==> config.mk <==
export PLATFORM = sky130hd
export DESIGN_NAME = axi4lite_regbank
export DESIGN_NICKNAME = d
export VERILOG_FILES = /design/src/rtl/axi4lite_pkg.sv /design/src/rtl/axi4lite_chan_buf.sv /design/src/rtl/axi4lite_regbank.sv
export SDC_FILE = /design/constraint.sdc
export NUM_CORES = 1
export LEC_CHECK = 0
export ABC_AREA = 1
export ABC_CLOCK_PERIOD_IN_PS = 45200
export BUFFER_PORTS_ARGS = -buffer_cell sky130_fd_sc_hd__buf_2
export CAP_MARGIN = 40
export CORE_AREA = 2 2 456 458
export DETAILED_ROUTE_END_ITERATION = 6
export DIE_AREA = 0 0 458 460
export GPL_TIMING_DRIVEN = 0
export SETUP_SLACK_MARGIN = 0.15
export SYNTH_ARGS = -nofsm -noshare
export SYNTH_HDL_FRONTEND = slang
export SYNTH_SLANG_ARGS = --single-unit
==> constraint.sdc <==
create_clock -name A_CLK -period 45.2 [get_ports A_CLK]
set_clock_uncertainty 0.2 [all_clocks]
set_input_delay 2.26 -clock A_CLK [delete_from_list [all_inputs] [get_ports A_CLK]]
set_output_delay 2.26 -clock A_CLK [all_outputs]
set_load 0.01 [all_outputs]
==> src/rtl/axi4lite_pkg.sv <==
// Shared types and helpers for the AXI4-Lite register bank.
// Contents: the resp_t response encoding, and idx_lsb(), which returns the
//   address bit where the register index starts for a given data width.
package axi4lite_pkg;

  typedef enum logic [1:0] {
    OKAY   = 2'b00,
    SLVERR = 2'b10
  } resp_t;

  // Byte-offset bits below the register index (2 for 32-bit, 3 for 64-bit).
  function automatic int idx_lsb(input int data_w);
    return $clog2(data_w / 8);
  endfunction

endpackage

==> src/rtl/axi4lite_chan_buf.sv <==
// One-deep valid/ready holding buffer for a single AXI channel payload.
// Ports: clk_i/rst_i clock and async reset; en_i gates acceptance; in_vld_i/in_rdy_o/in_dat_i
//   upstream handshake; full_o/dat_o held payload; pop_i empties the buffer (only when full).
module axi4lite_chan_buf #(
  parameter int W = 32
) (
  input  logic         clk_i,
  input  logic         rst_i,
  input  logic         en_i,
  input  logic         in_vld_i,
  output logic         in_rdy_o,
  input  logic [W-1:0] in_dat_i,
  output logic         full_o,
  output logic [W-1:0] dat_o,
  input  logic         pop_i
);

  logic         full_q;
  logic [W-1:0] dat_q;

  // Fill and pop are mutually exclusive: fill needs empty, pop needs full.
  assign in_rdy_o = en_i && !full_q;
  assign full_o   = full_q;
  assign dat_o    = dat_q;

  always_ff @(posedge clk_i or posedge rst_i) begin
    if (rst_i) begin
      full_q <= 1'b0;
      dat_q  <= '0;
    end else if (in_vld_i && in_rdy_o) begin
      full_q <= 1'b1;
      dat_q  <= in_dat_i;
    end else if (pop_i) begin
      full_q <= 1'b0;
    end
  end

endmodule

==> src/rtl/axi4lite_regbank.sv <==
// Parametrised AXI4-Lite slave register bank with byte strobes, read-only registers,
//   SLVERR decode and per-register write pulses; AW and W are buffered independently.
// Ports: A_CLK/A_RST; AXI4-Lite AW/W/B/AR/R channels; REG_Q register contents;
//   HW_IN values returned for read-only registers; WR_PULSE one-cycle per-register write strobe.
module axi4lite_regbank
  import axi4lite_pkg::*;
#(
  parameter int                   DATA_W   = 32,
  parameter int                   ADDR_W   = 32,
  parameter int                   NUM_REGS = 16,
  parameter logic [NUM_REGS-1:0]  RO_MASK  = '0,
  parameter logic [DATA_W-1:0]    RST_VAL  = '0
) (
  input  logic                         A_CLK,
  input  logic                         A_RST,
  input  logic                         AW_VALID,
  output logic                         AW_READY,
  input  logic [ADDR_W-1:0]            AW_ADDR,
  input  logic                         W_VALID,
  output logic                         W_READY,
  input  logic [DATA_W-1:0]            W_DATA,
  input  logic [DATA_W/8-1:0]          W_STRB,
  output logic                         B_VALID,
  input  logic                         B_READY,
  output logic [1:0]                   B_RESP,
  input  logic                         AR_VALID,
  output logic                         AR_READY,
  input  logic [ADDR_W-1:0]            AR_ADDR,
  output logic                         R_VALID,
  input  logic                         R_READY,
  output logic [DATA_W-1:0]            R_DATA,
  output logic [1:0]                   R_RESP,
  output logic [NUM_REGS*DATA_W-1:0]   REG_Q,
  input  logic [NUM_REGS*DATA_W-1:0]   HW_IN,
  output logic [NUM_REGS-1:0]          WR_PULSE
);

  localparam int LSB    = idx_lsb(DATA_W);
  localparam int STRB_W = DATA_W / 8;
  localparam int IDX_W  = (NUM_REGS > 1) ? $clog2(NUM_REGS) : 1;

  // Word address below NUM_REGS covers both "bits above the index field" and
  // non-power-of-two register counts.
  function automatic logic addr_ok(input logic [ADDR_W-1:0] a);
    return (a >> LSB) < ADDR_W'(NUM_REGS);
  endfunction

  logic [NUM_REGS-1:0][DATA_W-1:0] regs_q;
  logic                run_q;
  logic                b_valid_q, r_valid_q;
  resp_t               b_resp_q, r_resp_q;
  logic [DATA_W-1:0]   r_data_q;
  logic [NUM_REGS-1:0] wr_pulse_q;

  logic                      aw_full, w_full, commit;
  logic [ADDR_W-1:0]         aw_addr;
  logic [STRB_W+DATA_W-1:0]  w_buf;
  logic [DATA_W-1:0]         w_data;
  logic [STRB_W-1:0]         w_strb;
  logic [IDX_W-1:0]          aw_idx, ar_idx;
  logic                      wr_ok, ar_hs;
  logic [DATA_W-1:0]         rd_data_d;
  resp_t                     rd_resp_d;

  // Readies stay low during reset and for the first cycle after release.
  axi4lite_chan_buf #(.W(ADDR_W)) u_aw_buf (
    .clk_i(A_CLK), .rst_i(A_RST), .en_i(run_q),
    .in_vld_i(AW_VALID), .in_rdy_o(AW_READY), .in_dat_i(AW_ADDR),
    .full_o(aw_full), .dat_o(aw_addr), .pop_i(commit)
  );

  axi4lite_chan_buf #(.W(STRB_W + DATA_W)) u_w_buf (
    .clk_i(A_CLK), .rst_i(A_RST), .en_i(run_q),
    .in_vld_i(W_VALID), .in_rdy_o(W_READY), .in_dat_i({W_STRB, W_DATA}),
    .full_o(w_full), .dat_o(w_buf), .pop_i(commit)
  );

  assign {w_strb, w_data} = w_buf;
  assign commit   = aw_full && w_full && (!b_valid_q || B_READY);
  assign aw_idx   = aw_addr[LSB +: IDX_W];
  assign ar_idx   = AR_ADDR[LSB +: IDX_W];
  assign wr_ok    = addr_ok(aw_addr) && !RO_MASK[aw_idx];
  assign AR_READY = run_q && (!r_valid_q || R_READY);
  assign ar_hs    = AR_VALID && AR_READY;

  always_comb begin
    rd_data_d = '0;
    rd_resp_d = SLVERR;
    if (addr_ok(AR_ADDR)) begin
      rd_resp_d = OKAY;
      rd_data_d = RO_MASK[ar_idx] ? HW_IN[ar_idx*DATA_W +: DATA_W] : regs_q[ar_idx];
    end
  end

  // Read sampling uses regs_q before this edge's write lands, so a same-edge
  // read of the written register returns the old value.
  always_ff @(posedge A_CLK or posedge A_RST) begin
    if (A_RST) begin
      regs_q     <= {NUM_REGS{RST_VAL}};
      run_q      <= 1'b0;
      b_valid_q  <= 1'b0;
      b_resp_q   <= OKAY;
      r_valid_q  <= 1'b0;
      r_resp_q   <= OKAY;
      r_data_q   <= '0;
      wr_pulse_q <= '0;
    end else begin
      run_q      <= 1'b1;
      wr_pulse_q <= '0;
      if (b_valid_q && B_READY) b_valid_q <= 1'b0;
      if (commit) begin
        b_valid_q <= 1'b1;
        b_resp_q  <= wr_ok ? OKAY : SLVERR;
        if (wr_ok) begin
          wr_pulse_q[aw_idx] <= 1'b1;
          for (int b = 0; b < STRB_W; b++) begin
            if (w_strb[b]) regs_q[aw_idx][b*8 +: 8] <= w_data[b*8 +: 8];
          end
        end
      end
      if (r_valid_q && R_READY) r_valid_q <= 1'b0;
      if (ar_hs) begin
        r_valid_q <= 1'b1;
        r_data_q  <= rd_data_d;
        r_resp_q  <= rd_resp_d;
      end
    end
  end

  assign B_VALID  = b_valid_q;
  assign B_RESP   = b_resp_q;
  assign R_VALID  = r_valid_q;
  assign R_DATA   = r_data_q;
  assign R_RESP   = r_resp_q;
  assign REG_Q    = regs_q;
  assign WR_PULSE = wr_pulse_q;

endmodule

# == Word-level counts from Yosys, hierarchy flattened ==
# Memories as Yosys holds them, arrays and structs flattened.
# Index checks and enable logic that the tools add are counted.
# classes
magnitude_cmp,5
n_reduce_logical,24
shift,1
muxes,41
# ops
operator,n
512-bit 2-to-1 mux,10
512-bit bitwise mux,4
32-bit demux with 4-bit select,4
512-bit by 10-bit indexed part select with 32-bit output,1
32-bit binary-select mux with 4-bit select,1
32-bit 2-to-1 mux,4
"30-bit by 5-bit < comparator with 1-bit output, second input constant",2
16-bit 2-to-1 mux,3
24-bit 2-to-1 mux,1
1-bit logical AND,12
"4-bit by 5-bit < comparator with 1-bit output, second input constant",2
1-bit 2-to-1 mux,10
8-bit 2-to-1 mux,1
2-bit nonzero test,4
1-bit logical NOT,5
1-bit demux with 4-bit select,1
"4-bit by 1-bit >= comparator with 1-bit output, second input constant",1
2-bit 2-to-1 mux,2
1-bit logical OR,2
2-bit AND reduction,1
# word_totals
inputBits,619
romBits,32
n_memories,2
out_inout_bits,569
ff_bits,637
# memory_table
memory,depth,word_bits,read_ports,rd_ports_with_merged_regs,wr,line_no,source
(no name shown),16,1,1,0,0,axi4lite_regbank.sv:91,rd_data_d = RO_MASK[ar_idx] ? HW_IN[ar_idx*DATA_W +: DATA_W] : regs_q[ar_idx];
(no name shown),16,1,1,0,0,axi4lite_regbank.sv:82,assign wr_ok = addr_ok(aw_addr) && !RO_MASK[aw_idx];

# == Depth between registers and ports, before layout ==
# Gate-level depths: netlist (run 1).
# logic_depth
word_depth,18
mapped_depth,11
depth_no_buf,9

# == Hierarchy ==
# Synthesis (run 1) repeated with hierarchy kept, for this count alone.
# unflattened
hier_cells,4015
hier_area_um2,32673.8
# by_module_without_submodules
mod,instances,seq_area_each_um2,cells_each,area_per_inst_um2
axi4lite_regbank,1,14138.6,3700,29348.1
axi4lite_chan_buf at u_aw_buf,1,825.8,149,1720.4
axi4lite_chan_buf at u_w_buf,1,925.9,166,1605.3

# == Least setup slack after synthesis (run 1) ==
# No wires, ideal clock.
# synth_path
path_kind,input-to-output
startpoint,input R_READY
endpoint,output AR_READY
required_ns,42.740
t_arrival_ns,2.480
stages,4
path_slack_ns,40.260
path_buffers,0
path_cell_list,inv_1 nand2_1 nand2_1 inv_1
# synth_between
elab_chain_cells,2
# synth_rtl
element,line_no,source
start: declaration,axi4lite_regbank.sv:30,"input logic R_READY,"
1-bit logical OR,axi4lite_regbank.sv:83,assign AR_READY = run_q && (!r_valid_q || R_READY);
1-bit logical AND,axi4lite_regbank.sv:83,
end: declaration,axi4lite_regbank.sv:27,"output logic AR_READY,"
# No other way between the ends.

# == Final worst setup path (run 1) ==
# Same ends and word-level chain as after synthesis.

==> results of run 1 <==
==> flip-flops by register name, indices dropped and copies added (netlist names) <==
name,count
u_aw_buf.full_o,1
u_w_buf.dat_o,36
B_RESP,1
WR_PULSE,16
u_aw_buf.dat_o,30
u_w_buf.full_o,1
R_DATA,32
R_RESP,1
R_VALID,1
run_q,1
B_VALID,1
REG_Q,512
==> area by class of cell <==
cell class | count | area, um^2 | area share (%)
clock buffers | 106 | 2190 | 5.20
plain buffers | 360 | 1980 | 4.71
repair buffers | 725 | 4160 | 9.88
multi-input cells | 2837 | 14000 | 33.2
well taps | 2704 | 3380 | 8.04
diodes | 9 | 22.5 | 0.0535
flip-flops and latches | 633 | 15800 | 37.6
clock inverters | 34 | 463 | 1.10
inverters | 22 | 90.1 | 0.214
==> stage by stage <==
step	power, uW	utilization, %	instances
6_report	1870	20.4	7430
2_1_floorplan	891	-	3852
4_1_cts	1860	20.4	7420
5_1_grt	1920	20.4	7421
3_5_place_dp	1190	19.1	7280
3_3_place_gp	1150	18.7	7223
==> worst register-to-register path, cell delays in order (launching register included) <==
cell and delay, ns:
dfrtp_1 0.37, nor2_1 0.55, nand2_1 0.11, nor2_1 0.17, nand2_1 0.11, nor2_4 0.24, buf_4 0.33, buf_6 0.33
buf_6 0.24, nand4_1 0.10, nand2_1 0.13
==> layer usage <==
| layer | wire [um] | global-route usage [%] |
|---|---|---|
| met2 | 90400 | 29.1 |
| met4 | 11100 | 9.12 |
| met5 | 279 | 0.712 |
| met1 | 95500 | 28.2 |
| met3 | 29600 | 7.93 |
==> kinds of logic after synthesis <==
group,share of synthesized area (%)
mux,2.23
buf+inv,6.48
simple gates,41.5
compound gates,0.0785
other cells,0.0236
flops,49.7
==> worst paths after layout <==
path	start	end
max	R_READY	AR_READY
min	R_DATA[4]$_DFFE_PP0P_	R_DATA[4]$_DFFE_PP0P_
max reg2reg	u_aw_buf.dat_o[15]$_DFFE_PP0P_	REG_Q[249]$_DFFE_PP0P_
min reg2reg	R_DATA[4]$_DFFE_PP0P_	R_DATA[4]$_DFFE_PP0P_
max in group asynchronous	A_RST	REG_Q[166]$_DFFE_PP0P_
min in group asynchronous	A_RST	WR_PULSE[3]$_DFF_PP0_
==> placed cells by master, fill, tap and decap left out, types with 5 or more instances in the layout <==
| master | netlist | final |
|---|---|---|
| a21oi_1 | 5 | 5 |
| buf_1 | 21 | 20 |
| buf_16 | 0 | 7 |
| buf_2 | 84 | 752 |
| buf_4 | 4 | 5 |
| buf_6 | 56 | 91 |
| buf_8 | 5 | 20 |
| bufinv_16 | 0 | 6 |
| clkbuf_1 | 188 | 203 |
| clkbuf_16 | 0 | 79 |
| clkbuf_8 | 0 | 11 |
| clkinv_2 | 0 | 14 |
| dfrtp_1 | 633 | 633 |
| diode_2 | 0 | 9 |
| inv_1 | 11 | 10 |
| inv_2 | 10 | 10 |
| mux2_2 | 63 | 63 |
| nand2_1 | 1626 | 1626 |
| nand3_1 | 490 | 490 |
| nand3_4 | 56 | 56 |
| nand4_1 | 512 | 512 |
| nor2_1 | 43 | 43 |
| nor2_4 | 15 | 15 |
| nor3_1 | 16 | 16 |
==> power by group through the flow <==
stage	sequential [uW]	combinational, uW	clock, uW
floorplan	620	271	0
global placement	623	529	0
detailed placement	622	569	0
CTS	612	570	676
global route	616	608	699
finish	612	587	668
==> results.md, run 1 <==
* Placed Instance Area at approximately 39,000 um^2
* Worst Slack Setup Final at between 30 and 40 ns
* Placeable core region at 206,000 um^2
* DRC violation count after routing at 0
* Fraction of post-synthesis cell area in the top cell type by area at about 50%
* Buf/Inv on CP at 4
* Total detailed-routing wirelength at between 200,000 and 250,000 um
* Maximum achievable frequency at approximately 180 MHz
* Number of levels the H-tree was split into at 3
* Worst hold margin at about 0.28 ns
* Worst path depth at 6
* Warnings, synthesis at 0
* R2R Setup Slk at ~42 ns
* Setup Buffers After CTS at 0
* List of most frequent post-synthesis cells: nand2_1 (1,626), dfrtp_1 (633), nand4_1 (512), nand3_1 (490), clkbuf_1 (188)
* Result of the run: finished, final reports clean
* Starting Density at 15.5%
* Count of filler cells inserted in the layout at 23,100
* Number of flops mapped to enable cells by yosys at 0
* Drt pass-1 iters at 6
* Final cycle utilization of the critical path at between 10% and 20%
* Total net switching power at slightly below 800 uW
* Max-slew headroom at the worst pin at 31.8%
* Kind of start point of the critical path: input port
* Top cells by area in the synthesized netlist: dfrtp_1 (50%), nand2_1 (19%), nand4_1 (10%)
* Flops & latches, synth at about 630
* Layout Area Growth over Synthesis at 32.1%
* TritonCTS clock tree: done
* Maximum vdd drop at between 0.03 and 0.04 mV
* Post-Layout Inst Area at 42,100 um^2
* Initial antenna violation count at 26
* Kind of cell adding the most delay to the critical path: simple AND/OR/NAND/NOR gates
* Horiz. Die Dim at 458 um
* Share of total power in sequential cells at between 30% and 40%
* Number of instances in the synthesized netlist at just under 4,000
* Cell Area, Synth at ~32,000 um^2
* Final net count at roughly 5,300
* Async set or reset register ratio after synthesis at 100%
* Standard-cell rows at around 170
* CTS Hold Buffers Added at 0
* Share of the yosys chip area belonging to registers at between 40% and 50%
* Crit path cell chain: buf_2 -> inv_1 -> nand2_1 -> nand2_1 -> inv_1 -> buf_2
* RSZ-0062 raised after global routing: no
* Slowest Stage Delay on Critical Path at around 0.22 ns
* Count of maximum capacitance violations at 0
* Slew at the pin closest to its max-slew limit at 1.02 ns
* HPWL after DPL at ~190,000 um
* Leading cell type by number of instances after synthesis: nand2_1
* Crit path DAT at 3.02 ns
* Type of destination of the critical path: primary output
* Hold WC Path Type: reg2reg
* CTS Buf Count at 78
* Post-Route Setup TNS at 0 ns
* Total grt overflow at 0
* Pin count of the biggest net entering global routing at 119
* Remaining antenna violation count after routing at 0
* Die area at approximately 210,000 um^2
* Ratio of cells with drive above 1 in the final layout at 24.5%
* Dominant synthesized flop cell: dfrtp_1
* Standard cell with the maximum stage delay on the critical path: nand2_1
* R2R cell count at 10
* Average vias per placed instance at roughly 4.6
* Pre-CTS setup slack at about 40 ns
* Clock net sink count at between 600 and 700
* Required time of the critical path at ~43 ns
* Placer congestion estimate at 0.937
* Worst setup path category: in2out
* Number of buffers inserted by port buffering at roughly 670
* Library cells used by synthesis at 26
* Source-to-sink clock delay at the later pin of the worst-skew pair at ~0.73 ns
* Endpoints failing hold at 0
* All-layer global routing usage at a little over a fifth
* Total via count after detailed routing at around 34,000
* Via count of the first global-routing pass at 32,300
* Final max-slew violation count at 0
* Power per cell area at ~44 nW/um^2
* Fraction of power spent switching nets at between 40% and 50%
* Clock-pin slew of the registers on the worst-case setup and hold paths at ~0.060 ns
* Die Y-Extent at roughly 460 um
* Post-Syn Area per Cell at around 8.3 um^2
* Clock root buffer master: clkbuf_16
* Largest fanout on the critical path at 2
* Detailed Route Iter0 Violations at approximately 4,600
* Leak Pwr at roughly 0.021 uW
* Internal power at around 1100 uW
* Global-route wire length before repair at slightly below 300,000 um
* Buffer depth of the longest clock path at 3
* Setup violators final at 0
* Part of the power in combinational logic at 31.5%
* Cell count of the worst hold path at 2
* Average routed wire per standard cell at 30.5 um
* Top cell type by total area after synthesis: dfrtp_1
* Final Critical Period at roughly 5.5 ns
* Ports placed on the boundary at between 1,000 and 1,500
* Clock network power share at a little over a third
* Post-cts resize count at 0
Power figures use the tool's default switching activity.
==> run 2: changes to the inputs <==
--- a/config.mk
+++ b/config.mk
@@ -6,7 +6,7 @@
 export NUM_CORES = 1
 export LEC_CHECK = 0
 export ABC_AREA = 1
-export ABC_CLOCK_PERIOD_IN_PS = 45200
+export ABC_CLOCK_PERIOD_IN_PS = 5680
 export BUFFER_PORTS_ARGS = -buffer_cell sky130_fd_sc_hd__buf_2
 export CAP_MARGIN = 40
 export CORE_AREA = 2 2 456 458
==> constraint.sdc (replaced) <==
create_clock -name A_CLK -period 5.68 [get_ports A_CLK]
set_clock_uncertainty 0.2 [all_clocks]
set_input_delay 0.284 -clock A_CLK [delete_from_list [all_inputs] [get_ports A_CLK]]
set_output_delay 0.284 -clock A_CLK [all_outputs]
set_load 0.01 [all_outputs]
==> results.md, run 2 (synthesis results as in run 1) <==
* Slew at the pin closest to its max-slew limit at just over 1 ns
* Via count of the first global-routing pass at roughly 32,000
* Worst hold path endpoint: R_RESP[1]$_DFFE_PP0P_
* Leak Pwr at 0.0218 uW
* Final Critical Period at between 3 and 4 ns
* Pre-CTS setup slack at 2.29 ns
* DRC violation count after routing at 0
* Final max-slew violation count at 0
* Clock-pin slew of the registers on the worst-case setup and hold paths at approximately 0.060 ns
* Hold WC Path Type: in2reg
* Endpoints failing hold at 0
* Die Y-Extent at approximately 460 um
* Placeable core region at between 200,000 and 250,000 um^2
* Kind of start point of the critical path: flop
* Starting Density at between 10% and 20%
* Die area at between 200,000 and 250,000 um^2
* Most used cells in the layout excluding fill and tap cells: nand2_1 (1,626), buf_2 (751), dfrtp_1 (633)
* CTS Buf Count at 78
* Pin count of the biggest net entering global routing at 41
* Beginning of the worst hold path: AR_VALID
* Detailed Route Iter0 Violations at about 4,600
* Worst setup path category: reg2reg
* Clock net sink count at about 630
* Source-to-sink clock delay at the later pin of the worst-skew pair at between 0.7 and 0.8 ns
* Initial antenna violation count at 25
* Total Power at between 10,000 and 15,000 uW
* Average routed wire per standard cell at about 30 um
* Clock root buffer master: clkbuf_16
* Required time of the critical path at about 6.1 ns
* HPWL after DPL at 191,000 um
* Maximum achievable frequency at ~320 MHz
* Final cycle utilization of the critical path at 54.3%
* Largest register FFs at about 500
* Total grt overflow at 0
* R2R cell count at 5
* Post-Route Setup TNS at 0 ns
* Remaining antenna violation count after routing at 0
* Total via count after detailed routing at 34,500
* Global-route wire length before repair at roughly 300,000 um
* Post-cts resize count at 0
* Cell Count Post-Placement at 7,285
* Ratio of cells with drive above 1 in the final layout at between 20% and 30%
* Number of standard cells in the layout, taps in and fillers out at 7,516
* R2R Setup Slk at about 2.6 ns
* Type of destination of the critical path: flop
* Max-slew headroom at the worst pin at around a third
* Most common cell after layout, fill and taps aside: nand2_1
* Setup violators final at 0
* Worst Slack Setup Final at around 2.6 ns
* RSZ-0062 raised after global routing: no
* Count of maximum capacitance violations at 0
* All-layer global routing usage at 20.9%
* Power per cell area at roughly 350 nW/um^2
* Cell count of the worst hold path at 5
* Buffer depth of the longest clock path at 3
* Layout Area Growth over Synthesis at 34.9%
* Endpoint of the worst register-to-register path: u_w_buf.dat_o[3]$_DFFE_PP0P_
* Horiz. Die Dim at about 460 um
* Critical R2R Launch: run_q$_DFF_PP0_
* TritonCTS clock tree: done
* Total detailed-routing wirelength at between 200,000 and 250,000 um
* Drt pass-1 iters at 6
* Final net count at 5,355
* Standard-cell rows at approximately 170
* Ports placed on the boundary at roughly 1,200
* Startpoint of the worst setup timing path: run_q$_DFF_PP0_
* Largest fanout on the critical path at 10
* Placer congestion estimate at between 0.9 and 1
* Number of buffers inserted by port buffering at approximately 670
* Crit path DAT at around 3.5 ns
* Result of the run: finished, final reports clean
* Setup Buffers After CTS at 0
* Number of levels the H-tree was split into at 3
* Maximum vdd drop at between 0.2 and 0.25 mV
* Average vias per placed instance at about 4.6
run 2: cell types whose count changed in the layout (fill, tap and decap cells not counted), moves of 4 or more:
cell,delta
buf_16,-6
buf_6,-4
buf_12,+19
clkbuf_1,-10
diode_2,+8
clkinvlp_4,+4
dlygate4sd3_1,+71
clkbuf_8,+10
run 2: layout make-up:
type	instances	area, um^2
diodes	17	42.5
plain buffers	360	1990
clock buffers	109	2300
clock inverters	30	358
fillers	23000	163000
inverters	22	86.3
multi-input cells	2837	14000
flip-flops and latches	633	15800
well taps	2704	3380
repair buffers	804	5020
run 2: per-layer routing:
metal	GRT usage, %	vias up	share of wire, %
met2	29.8	2183	41
met4	8.30	0	4.5
met1	29.0	17100	44
met3	6.44	269	11
met5	0	-	0
li1	-	14900	-
run 2: repair_timing:
item | 4_1_cts | 5_1_grt
hold buffers | 71 | 0
endpoints found under the setup margin | 0 | 0
hold endpoints to repair | 145 | 0
run 2: worst max-delay path: stages, from the launching register on:
cell     delay (ns)
dfrtp_1        0.61
inv_1          0.16
nor2_1         0.48
nand2_1        0.65
buf_2          0.48
mux2_2         0.33
run 2: worst max-delay path by stage:
stage                                         to  slack (ns)  depth (start not counted)
finish              u_w_buf.dat_o[3]$_DFFE_PP0P_        2.59                          5
global route        u_w_buf.dat_o[2]$_DFFE_PP0P_        2.28                          5
CTS                 u_w_buf.dat_o[3]$_DFFE_PP0P_        2.26                          5
detailed placement         R_DATA[9]$_DFFE_PP0P_        2.29                          9
global placement          REG_Q[357]$_DFFE_PP0P_       -7.96                          2
floorplan                  B_RESP[1]$_DFFE_PP0P_       -3.45                          1
run 2: metrics by stage:
step           util, %  area, um^2  hold slack, ns
5_1_grt           20.8       42900          0.0889
3_5_place_dp      19.2       39500           0.229
4_1_cts           20.8       42900          0.0313
3_3_place_gp      18.7       38600           0.265
2_1_floorplan        -       31900           0.235
6_report          20.9       43000          0.0742
run 2: report_power, final:
part,leakage (uW),switching (uW),internal (uW)
Sequential,0.00868,111,4760
Combinational,0.0118,3850,892
Clock,0.00130,2340,2990
